### config.mk
export PLATFORM = sky130hd
export DESIGN_NAME = clk_freq_meter_flat
export DESIGN_NICKNAME = d
export VERILOG_FILES = /design/src/rtl/clk_freq_meter_if.sv /design/src/rtl/clk_freq_meter.sv /design/src/flat_wrapper.sv
export SDC_FILE = /design/constraint.sdc
export NUM_CORES = 1
export LEC_CHECK = 0
export ABC_CLOCK_PERIOD_IN_PS = 5700
export BUFFER_PORTS_ARGS = -buffer_cell sky130_fd_sc_hd__buf_2
export CORE_ASPECT_RATIO = 2
export CORE_UTILIZATION = 53
export CTS_CLUSTER_DIAMETER = 60
export DETAILED_ROUTE_END_ITERATION = 6
export PLACE_DENSITY = 0.79
export RECOVER_POWER = 25
export SYNTH_ARGS = -nofsm -noshare
export SYNTH_HDL_FRONTEND = slang
export SYNTH_SLANG_ARGS = --single-unit
export TNS_END_PERCENT = 20
### constraint.sdc
create_clock -name CLK_IN -period 5.7 [get_ports CLK_IN]
set_input_delay 0.855 -clock CLK_IN [delete_from_list [all_inputs] [get_ports CLK_IN]]
set_output_delay 0.855 -clock CLK_IN [all_outputs]
set_load 0.05 [all_outputs]
### src/rtl/clk_freq_meter_if.sv
// Host-side bundle for clk_freq_meter: enable, measured
// signal, windowed edge count results and period result.
interface clk_freq_meter_if #(
  parameter int CNT_WIDTH    = 16,
  parameter int PERIOD_WIDTH = 16
);
  logic                    EN;
  logic                    SIG_IN;
  logic [CNT_WIDTH-1:0]    FREQ_COUNT;
  logic                    VALID;
  logic                    IN_RANGE;
  logic                    CLK_LOST;
  logic [PERIOD_WIDTH-1:0] PERIOD;
  logic                    PERIOD_VALID;

  modport master (
    output EN,
    output SIG_IN,
    input  FREQ_COUNT,
    input  VALID,
    input  IN_RANGE,
    input  CLK_LOST,
    input  PERIOD,
    input  PERIOD_VALID
  );

  modport slave (
    input  EN,
    input  SIG_IN,
    output FREQ_COUNT,
    output VALID,
    output IN_RANGE,
    output CLK_LOST,
    output PERIOD,
    output PERIOD_VALID
  );
endinterface

### src/rtl/clk_freq_meter.sv
// Gated edge counter and edge-to-edge period meter for a slow
// asynchronous clock, referenced to CLK_IN.
module clk_freq_meter #(
  parameter int GATE_CYCLES  = 100000,
  parameter int CNT_WIDTH    = 16,
  parameter int PERIOD_WIDTH = 16,
  parameter int EXP_MIN      = 0,
  parameter int EXP_MAX      = 65535
) (
  input  logic            CLK_IN,
  input  logic            RST_N,
  clk_freq_meter_if.slave bus
);
  typedef enum logic [1:0] {
    IDLE, ARM, MEASURE, REPORT
  } state_e;

  localparam logic [CNT_WIDTH-1:0] CNT_MAX = '1;
  localparam logic [PERIOD_WIDTH-1:0] PER_MAX = '1;
  localparam logic [31:0] GATE_LAST =
    32'(GATE_CYCLES - 1);

  state_e state_q, state_d;
  logic   s1_q, s2_q, s3_q, edge_q;
  logic [31:0] gate_q, gate_d;
  logic [CNT_WIDTH-1:0] ecnt_q, ecnt_d;
  logic [CNT_WIDTH-1:0] freq_q, freq_d;
  logic valid_q, valid_d;
  logic inr_q, inr_d;
  logic lost_q, lost_d;
  logic [PERIOD_WIDTH-1:0] pcnt_q, pcnt_d;
  logic [PERIOD_WIDTH-1:0] per_q, per_d;
  logic seen_q, seen_d;
  logic pv_q, pv_d;
  int   cnt_i;

  // Signed view so the range check never degenerates
  // into an always-true unsigned compare.
  assign cnt_i = int'(ecnt_q);

  always_ff @(posedge CLK_IN or negedge RST_N) begin
    if (!RST_N) begin
      s1_q   <= 1'b0;
      s2_q   <= 1'b0;
      s3_q   <= 1'b0;
      edge_q <= 1'b0;
    end else begin
      s1_q   <= bus.SIG_IN;
      s2_q   <= s1_q;
      s3_q   <= s2_q;
      edge_q <= s2_q & ~s3_q;
    end
  end

  always_comb begin
    state_d = state_q;
    gate_d  = gate_q;
    ecnt_d  = ecnt_q;
    freq_d  = freq_q;
    valid_d = 1'b0;
    inr_d   = inr_q;
    lost_d  = lost_q;
    unique case (state_q)
      IDLE: begin
        gate_d = '0;
        ecnt_d = '0;
        if (bus.EN) state_d = ARM;
      end
      ARM: begin
        gate_d  = '0;
        ecnt_d  = '0;
        state_d = bus.EN ? MEASURE : IDLE;
      end
      MEASURE: begin
        gate_d = gate_q + 32'd1;
        if (edge_q && ecnt_q != CNT_MAX)
          ecnt_d = ecnt_q + CNT_WIDTH'(1);
        if (!bus.EN)
          state_d = IDLE;
        else if (gate_q == GATE_LAST)
          state_d = REPORT;
      end
      REPORT: begin
        freq_d  = ecnt_q;
        inr_d   = (cnt_i >= EXP_MIN) &&
                  (cnt_i <= EXP_MAX);
        lost_d  = (ecnt_q == '0);
        valid_d = 1'b1;
        state_d = bus.EN ? ARM : IDLE;
      end
      default: state_d = IDLE;
    endcase
  end

  always_comb begin
    pcnt_d = pcnt_q;
    per_d  = per_q;
    seen_d = seen_q;
    pv_d   = 1'b0;
    if (!bus.EN) begin
      seen_d = 1'b0;
      pcnt_d = '0;
    end else if (edge_q) begin
      pcnt_d = '0;
      seen_d = 1'b1;
      if (seen_q) begin
        pv_d  = 1'b1;
        per_d = (pcnt_q == PER_MAX) ? PER_MAX :
                pcnt_q + PERIOD_WIDTH'(1);
      end
    end else if (pcnt_q != PER_MAX) begin
      pcnt_d = pcnt_q + PERIOD_WIDTH'(1);
    end
  end

  always_ff @(posedge CLK_IN or negedge RST_N) begin
    if (!RST_N) begin
      state_q <= IDLE;
      gate_q  <= '0;
      ecnt_q  <= '0;
      freq_q  <= '0;
      valid_q <= 1'b0;
      inr_q   <= 1'b0;
      lost_q  <= 1'b0;
      pcnt_q  <= '0;
      per_q   <= '0;
      seen_q  <= 1'b0;
      pv_q    <= 1'b0;
    end else begin
      state_q <= state_d;
      gate_q  <= gate_d;
      ecnt_q  <= ecnt_d;
      freq_q  <= freq_d;
      valid_q <= valid_d;
      inr_q   <= inr_d;
      lost_q  <= lost_d;
      pcnt_q  <= pcnt_d;
      per_q   <= per_d;
      seen_q  <= seen_d;
      pv_q    <= pv_d;
    end
  end

  assign bus.FREQ_COUNT   = freq_q;
  assign bus.VALID        = valid_q;
  assign bus.IN_RANGE     = inr_q;
  assign bus.CLK_LOST     = lost_q;
  assign bus.PERIOD       = per_q;
  assign bus.PERIOD_VALID = pv_q;
endmodule

### src/flat_wrapper.sv
// flat-port wrapper written by rule: the top's interface ports become plain ports
module clk_freq_meter_flat 
#(
  parameter int GATE_CYCLES  = 100000,
  parameter int CNT_WIDTH    = 16,
  parameter int PERIOD_WIDTH = 16,
  parameter int EXP_MIN      = 0,
  parameter int EXP_MAX      = 65535
)
  (CLK_IN, RST_N, bus_EN, bus_SIG_IN, bus_FREQ_COUNT, bus_VALID, bus_IN_RANGE, bus_CLK_LOST, bus_PERIOD, bus_PERIOD_VALID);
  clk_freq_meter_if #(.CNT_WIDTH(CNT_WIDTH), .PERIOD_WIDTH(PERIOD_WIDTH)) bus_i ();
  input  logic CLK_IN;
  input  logic RST_N;
  input wire logic [$bits(bus_i.EN)-1:0] bus_EN;
  input wire logic [$bits(bus_i.SIG_IN)-1:0] bus_SIG_IN;
  output wire logic [$bits(bus_i.FREQ_COUNT)-1:0] bus_FREQ_COUNT;
  output wire logic [$bits(bus_i.VALID)-1:0] bus_VALID;
  output wire logic [$bits(bus_i.IN_RANGE)-1:0] bus_IN_RANGE;
  output wire logic [$bits(bus_i.CLK_LOST)-1:0] bus_CLK_LOST;
  output wire logic [$bits(bus_i.PERIOD)-1:0] bus_PERIOD;
  output wire logic [$bits(bus_i.PERIOD_VALID)-1:0] bus_PERIOD_VALID;
  assign bus_i.EN = bus_EN;
  assign bus_i.SIG_IN = bus_SIG_IN;
  assign bus_FREQ_COUNT = bus_i.FREQ_COUNT;
  assign bus_VALID = bus_i.VALID;
  assign bus_IN_RANGE = bus_i.IN_RANGE;
  assign bus_CLK_LOST = bus_i.CLK_LOST;
  assign bus_PERIOD = bus_i.PERIOD;
  assign bus_PERIOD_VALID = bus_i.PERIOD_VALID;
  clk_freq_meter #(.GATE_CYCLES(GATE_CYCLES), .CNT_WIDTH(CNT_WIDTH), .PERIOD_WIDTH(PERIOD_WIDTH), .EXP_MIN(EXP_MIN), .EXP_MAX(EXP_MAX)) u_core (.CLK_IN(CLK_IN), .RST_N(RST_N), .bus(bus_i));
endmodule
==> qor.yml <==
synthesis:
  synthDominantCellAreaShare: 0.539
  netlist_instances: 487
  post-synth-top-area-cell: "sky130_fd_sc_hd__dfrtp_1"
  yosysSeqAreaShare: 0.539
  postSynthNetCount: 495
  ys_warn_count: 0
  postSynthAreaPerCell_um2: 10.2
  synthesized_flop_and_latch_total: 107
  post_synth_num_cell_types: 45
  synthesis.area_um2: 4970
  top_post_synthesis_cells_by_area: "sky130_fd_sc_hd__dfrtp_1 54%, sky130_fd_sc_hd__xor2_1 5.1%, sky130_fd_sc_hd__nor2_1 4.5%"
critical_path:
  slowest_stage: "sky130_fd_sc_hd__clkbuf_1"
  critPathMaxFanout: 55
  critical_path.cell_chain: "clkbuf_1, buf_4"
  r2r_cells: 3
  critical_path_required_ns: 6.12
  critical_path_buf_inv_count: 2
  rrSetupSlack_ns: 3.45
  r2r-end: "u_core.gate_q[10]$_DFFE_PN0P_"
  arrival_ns: 3.66
  kind_of_capture_point_of_the_worst_setup_path: "async pin"
  slowest_delay_ns: 1.91
  setup.worst_path.start_class: "primary input"
  worst_path_dominant_cell_family: "buffers and inverters"
  worstReg2RegStart: "u_core.state_q[1]$_DFFE_PN0P_"
  crit_path_kind: "in2async"
place:
  place_hpwl_um: 7340
  io_buffers: 39
  gpl.final_weighted_congestion: 0.878
  post-place-ws_ns: 3.37
  placed_cell_area_um2: 5240
clocking:
  postCtsResizedCells: 0
  clk_path_buf_depth: 2
  tritoncts: "built"
  clkTransAtPathRegs_ns: 0.07
  cts_max_level: 3
  post_cts_setup_buffer_count: 0
  worstSkewPairLatency_ns: 0.35
  cts.root.buffer_cell: "sky130_fd_sc_hd__clkbuf_16"
  ctsHoldBuffers: 0
  clock_sink_count: 107
  tritoncts.num_buffers: 9
cells_and_area:
  most_common_library_cell_in_the_layout_ignoring_fill_and_taps: "sky130_fd_sc_hd__dfrtp_1"
  num-nets-final: 529
  stdcell_area_um2: 5570
  antenna-diode-count: 0
  layout_cell_share_with_drive_strength_beyond_1: 0.150
  layout.cells.most_common_list: "107 x sky130_fd_sc_hd__dfrtp_1, 60 x sky130_fd_sc_hd__nor2_1, 41 x sky130_fd_sc_hd__nand2_1"
  syn_to_final_growth_pct: 12.0
global_route:
  grt_remaining_overflow: 0
  global_route.usage.met3: 0.0392
  global_routing_usage_summed_across_all_routing_layers: 0.232
  grt_pass1_vias: 3881
  met2_usage_in_global_routing: 0.425
  number_of_antenna_violations_at_the_first_check_in_global_routing: 0
  gr-usage-met1: 0.262
  global_route_wire_length_before_repair_um: 18100
  grt.busiest_layer: "met2"
  largest_net_degree_at_the_start_of_global_routing: 56
power:
  power.total_mw: 1.61
  internal_dissipation_mw: 1.21
  seq_power_share: 0.495
  p_comb_frac: 0.075
  p_sw_uw: 392
  leakage_nw: 2.56
  swShare: 0.244
  power.clock.fraction: 0.429
  power.density_nw_per_um2: 289
  ir_drop_worst_vdd_uv: 168
timing:
  period_minus_slack_ns: 3.23
  worst_slack_ns: 2.47
  worst-slew-pin-transition_ns: 2.76
  holdWs_ns: 0.351
  timing.final.max_slew_violations: 54
  max-slew-margin-rel: -0.842
  final-hold-violation-count: 0
  clock_skew_after_layout_ns: 0.00831
  setup-violations-final: 0
  finalSetupTns_ns: 0
  grt_setup_unrepaired: "false"
  fin_crit_sh: 0.567
  clock.fmax_mhz: 309
drt:
  drc: 13
  antenna_violating_nets_left: 0
  drt_pre_antenna_iters: 6
  detail_route.wirelength_um: 10500
  drt-wirelength-per-cell_um: 16.8
  drt-initial-drc-count: 309
  detailroute.via_count: 3786
  routed_via_density: 6.03
die:
  die_area_um2: 9790
  initial_utilization: 0.548
  die_h_um: 139
  floorplan.rows: 49
  num_io_pins: 40
  floorplan.die.width_um: 70.5
  core_area_um2: 9070
flow_run:
  max_cap_viol_count: 1
min_path:
  worstHoldStart: "u_core.s1_q$_DFF_PN0_"
  worst_hold_path.endpoint: "u_core.s2_q$_DFF_PN0_"
  hold_depth: 0
  min-delay-path-class: "reg2reg"
status:
  violations: "DRC, capacitance limit, slew limit"
  outcome: "finished, violations left"
-- cell usage after synthesis --
library cell                number
sky130_fd_sc_hd__o211ai_1        3
sky130_fd_sc_hd__nand4_2         1
sky130_fd_sc_hd__nor2_1         60
sky130_fd_sc_hd__a21o_1          2
sky130_fd_sc_hd__nand4b_4        1
sky130_fd_sc_hd__o31ai_1         3
sky130_fd_sc_hd__and4_1          8
sky130_fd_sc_hd__nand2_1        41
sky130_fd_sc_hd__and2_1          5
sky130_fd_sc_hd__a31oi_1         4
sky130_fd_sc_hd__xnor2_1        12
sky130_fd_sc_hd__nor4_1         10
sky130_fd_sc_hd__and4_4          1
sky130_fd_sc_hd__clkbuf_1       15
sky130_fd_sc_hd__nor2b_1         4
sky130_fd_sc_hd__a211oi_1        3
sky130_fd_sc_hd__nand3_2         1
sky130_fd_sc_hd__mux2i_1         2
sky130_fd_sc_hd__o2111ai_1       1
sky130_fd_sc_hd__or3_2           2
sky130_fd_sc_hd__nand3_4         1
sky130_fd_sc_hd__nand4_1        25
sky130_fd_sc_hd__nor4_4          2
sky130_fd_sc_hd__xor2_1         29
sky130_fd_sc_hd__nor3_1         12
sky130_fd_sc_hd__mux2_2         14
sky130_fd_sc_hd__nand2b_1        4
sky130_fd_sc_hd__and3_1          8
sky130_fd_sc_hd__buf_1           2
sky130_fd_sc_hd__nor2_2          1
sky130_fd_sc_hd__dfrtp_1       107
sky130_fd_sc_hd__or3_1           8
sky130_fd_sc_hd__buf_2           1
sky130_fd_sc_hd__nor4b_1         3
sky130_fd_sc_hd__a21oi_1        14
sky130_fd_sc_hd__a21boi_0        1
sky130_fd_sc_hd__nor3b_1         1
sky130_fd_sc_hd__o21a_1          1
sky130_fd_sc_hd__or4_1           1
sky130_fd_sc_hd__o21ai_0        26
sky130_fd_sc_hd__ha_1            4
sky130_fd_sc_hd__inv_1           8
sky130_fd_sc_hd__nand3_1        33
sky130_fd_sc_hd__nand4b_1        1
sky130_fd_sc_hd__nor4_2          1
-- logic make-up after synthesis --
kind of cell | Yosys count | share of synthesized area
multiplexers | 16 | 0.0357
flip-flops | 107 | 0.539
buffers and inverters | 26 | 0.0199
AO/OA/AOI/OAI | 58 | 0.0667
XOR/XNOR | 41 | 0.0722
AND/OR/NAND/NOR | 235 | 0.257
adder cells (fa/ha/maj) | 4 | 0.0101
-- how the worst max path moves through the flow --
stage                                       startpoint                                end  slack (ns)  cells after the start
after floorplan           u_core.pcnt_q[0]$_DFFE_PN0P_  u_core.bus.PERIOD[15]$_DFFE_PN0P_        3.91                      6
after global routing                             RST_N      u_core.pcnt_q[14]$_DFFE_PN0P_        1.87                      2
after global placement                          bus_EN   u_core.bus.PERIOD[0]$_DFFE_PN0P_        3.46                      5
after detailed placement                        bus_EN   u_core.bus.PERIOD[0]$_DFFE_PN0P_        3.37                      5
final                                            RST_N       u_core.pcnt_q[0]$_DFFE_PN0P_        2.47                      2
after CTS                 u_core.pcnt_q[0]$_DFFE_PN0P_  u_core.bus.PERIOD[15]$_DFFE_PN0P_        3.48                      6
-- sequential cells by signal, summed over array words and instances, names as in the netlist --
name,flops
u_core.bus.CLK_LOST,1
u_core.bus.FREQ_COUNT,16
u_core.bus.IN_RANGE,1
u_core.bus.PERIOD,16
u_core.bus.PERIOD_VALID,1
u_core.bus.VALID,1
u_core.ecnt_q,16
u_core.edge_q,1
u_core.gate_q,32
u_core.pcnt_q,16
u_core.s1_q,1
u_core.s2_q,1
u_core.s3_q,1
u_core.seen_q,1
u_core.state_q,2
-- layout make-up --
class	count	area, um^2
repair buffers	41	204
inverters	8	30.0
well taps	102	128
multi-input cells	354	2190
fillers	754	3500
flip-flops and latches	107	2680
clock inverters	5	82.6
clock buffers	11	253
-- per-layer routing --
layer,wire length (um),vias to the layer above
met5,0,-
met2,5840,87
met4,238,0
li1,-,1792
met3,344,20
met1,4100,1887
-- metrics by stage --
stage,std cells,util
2_1_floorplan,487,-
3_3_place_gp,612,0.578
3_5_place_dp,612,0.578
4_1_cts,628,0.615
5_1_grt,628,0.614
6_report,628,0.614
-- power groups by stage --
stage | clock (mW) | combinational, mW | sequential [mW]
after detailed placement | 0 | 0.124 | 0.810
after global placement | 0 | 0.121 | 0.809
final | 0.690 | 0.121 | 0.796
after CTS | 0.696 | 0.124 | 0.796
after global routing | 0.721 | 0.132 | 0.798
after floorplan | 0 | 0.0451 | 0.845
(Power assumes the default switching activity.)
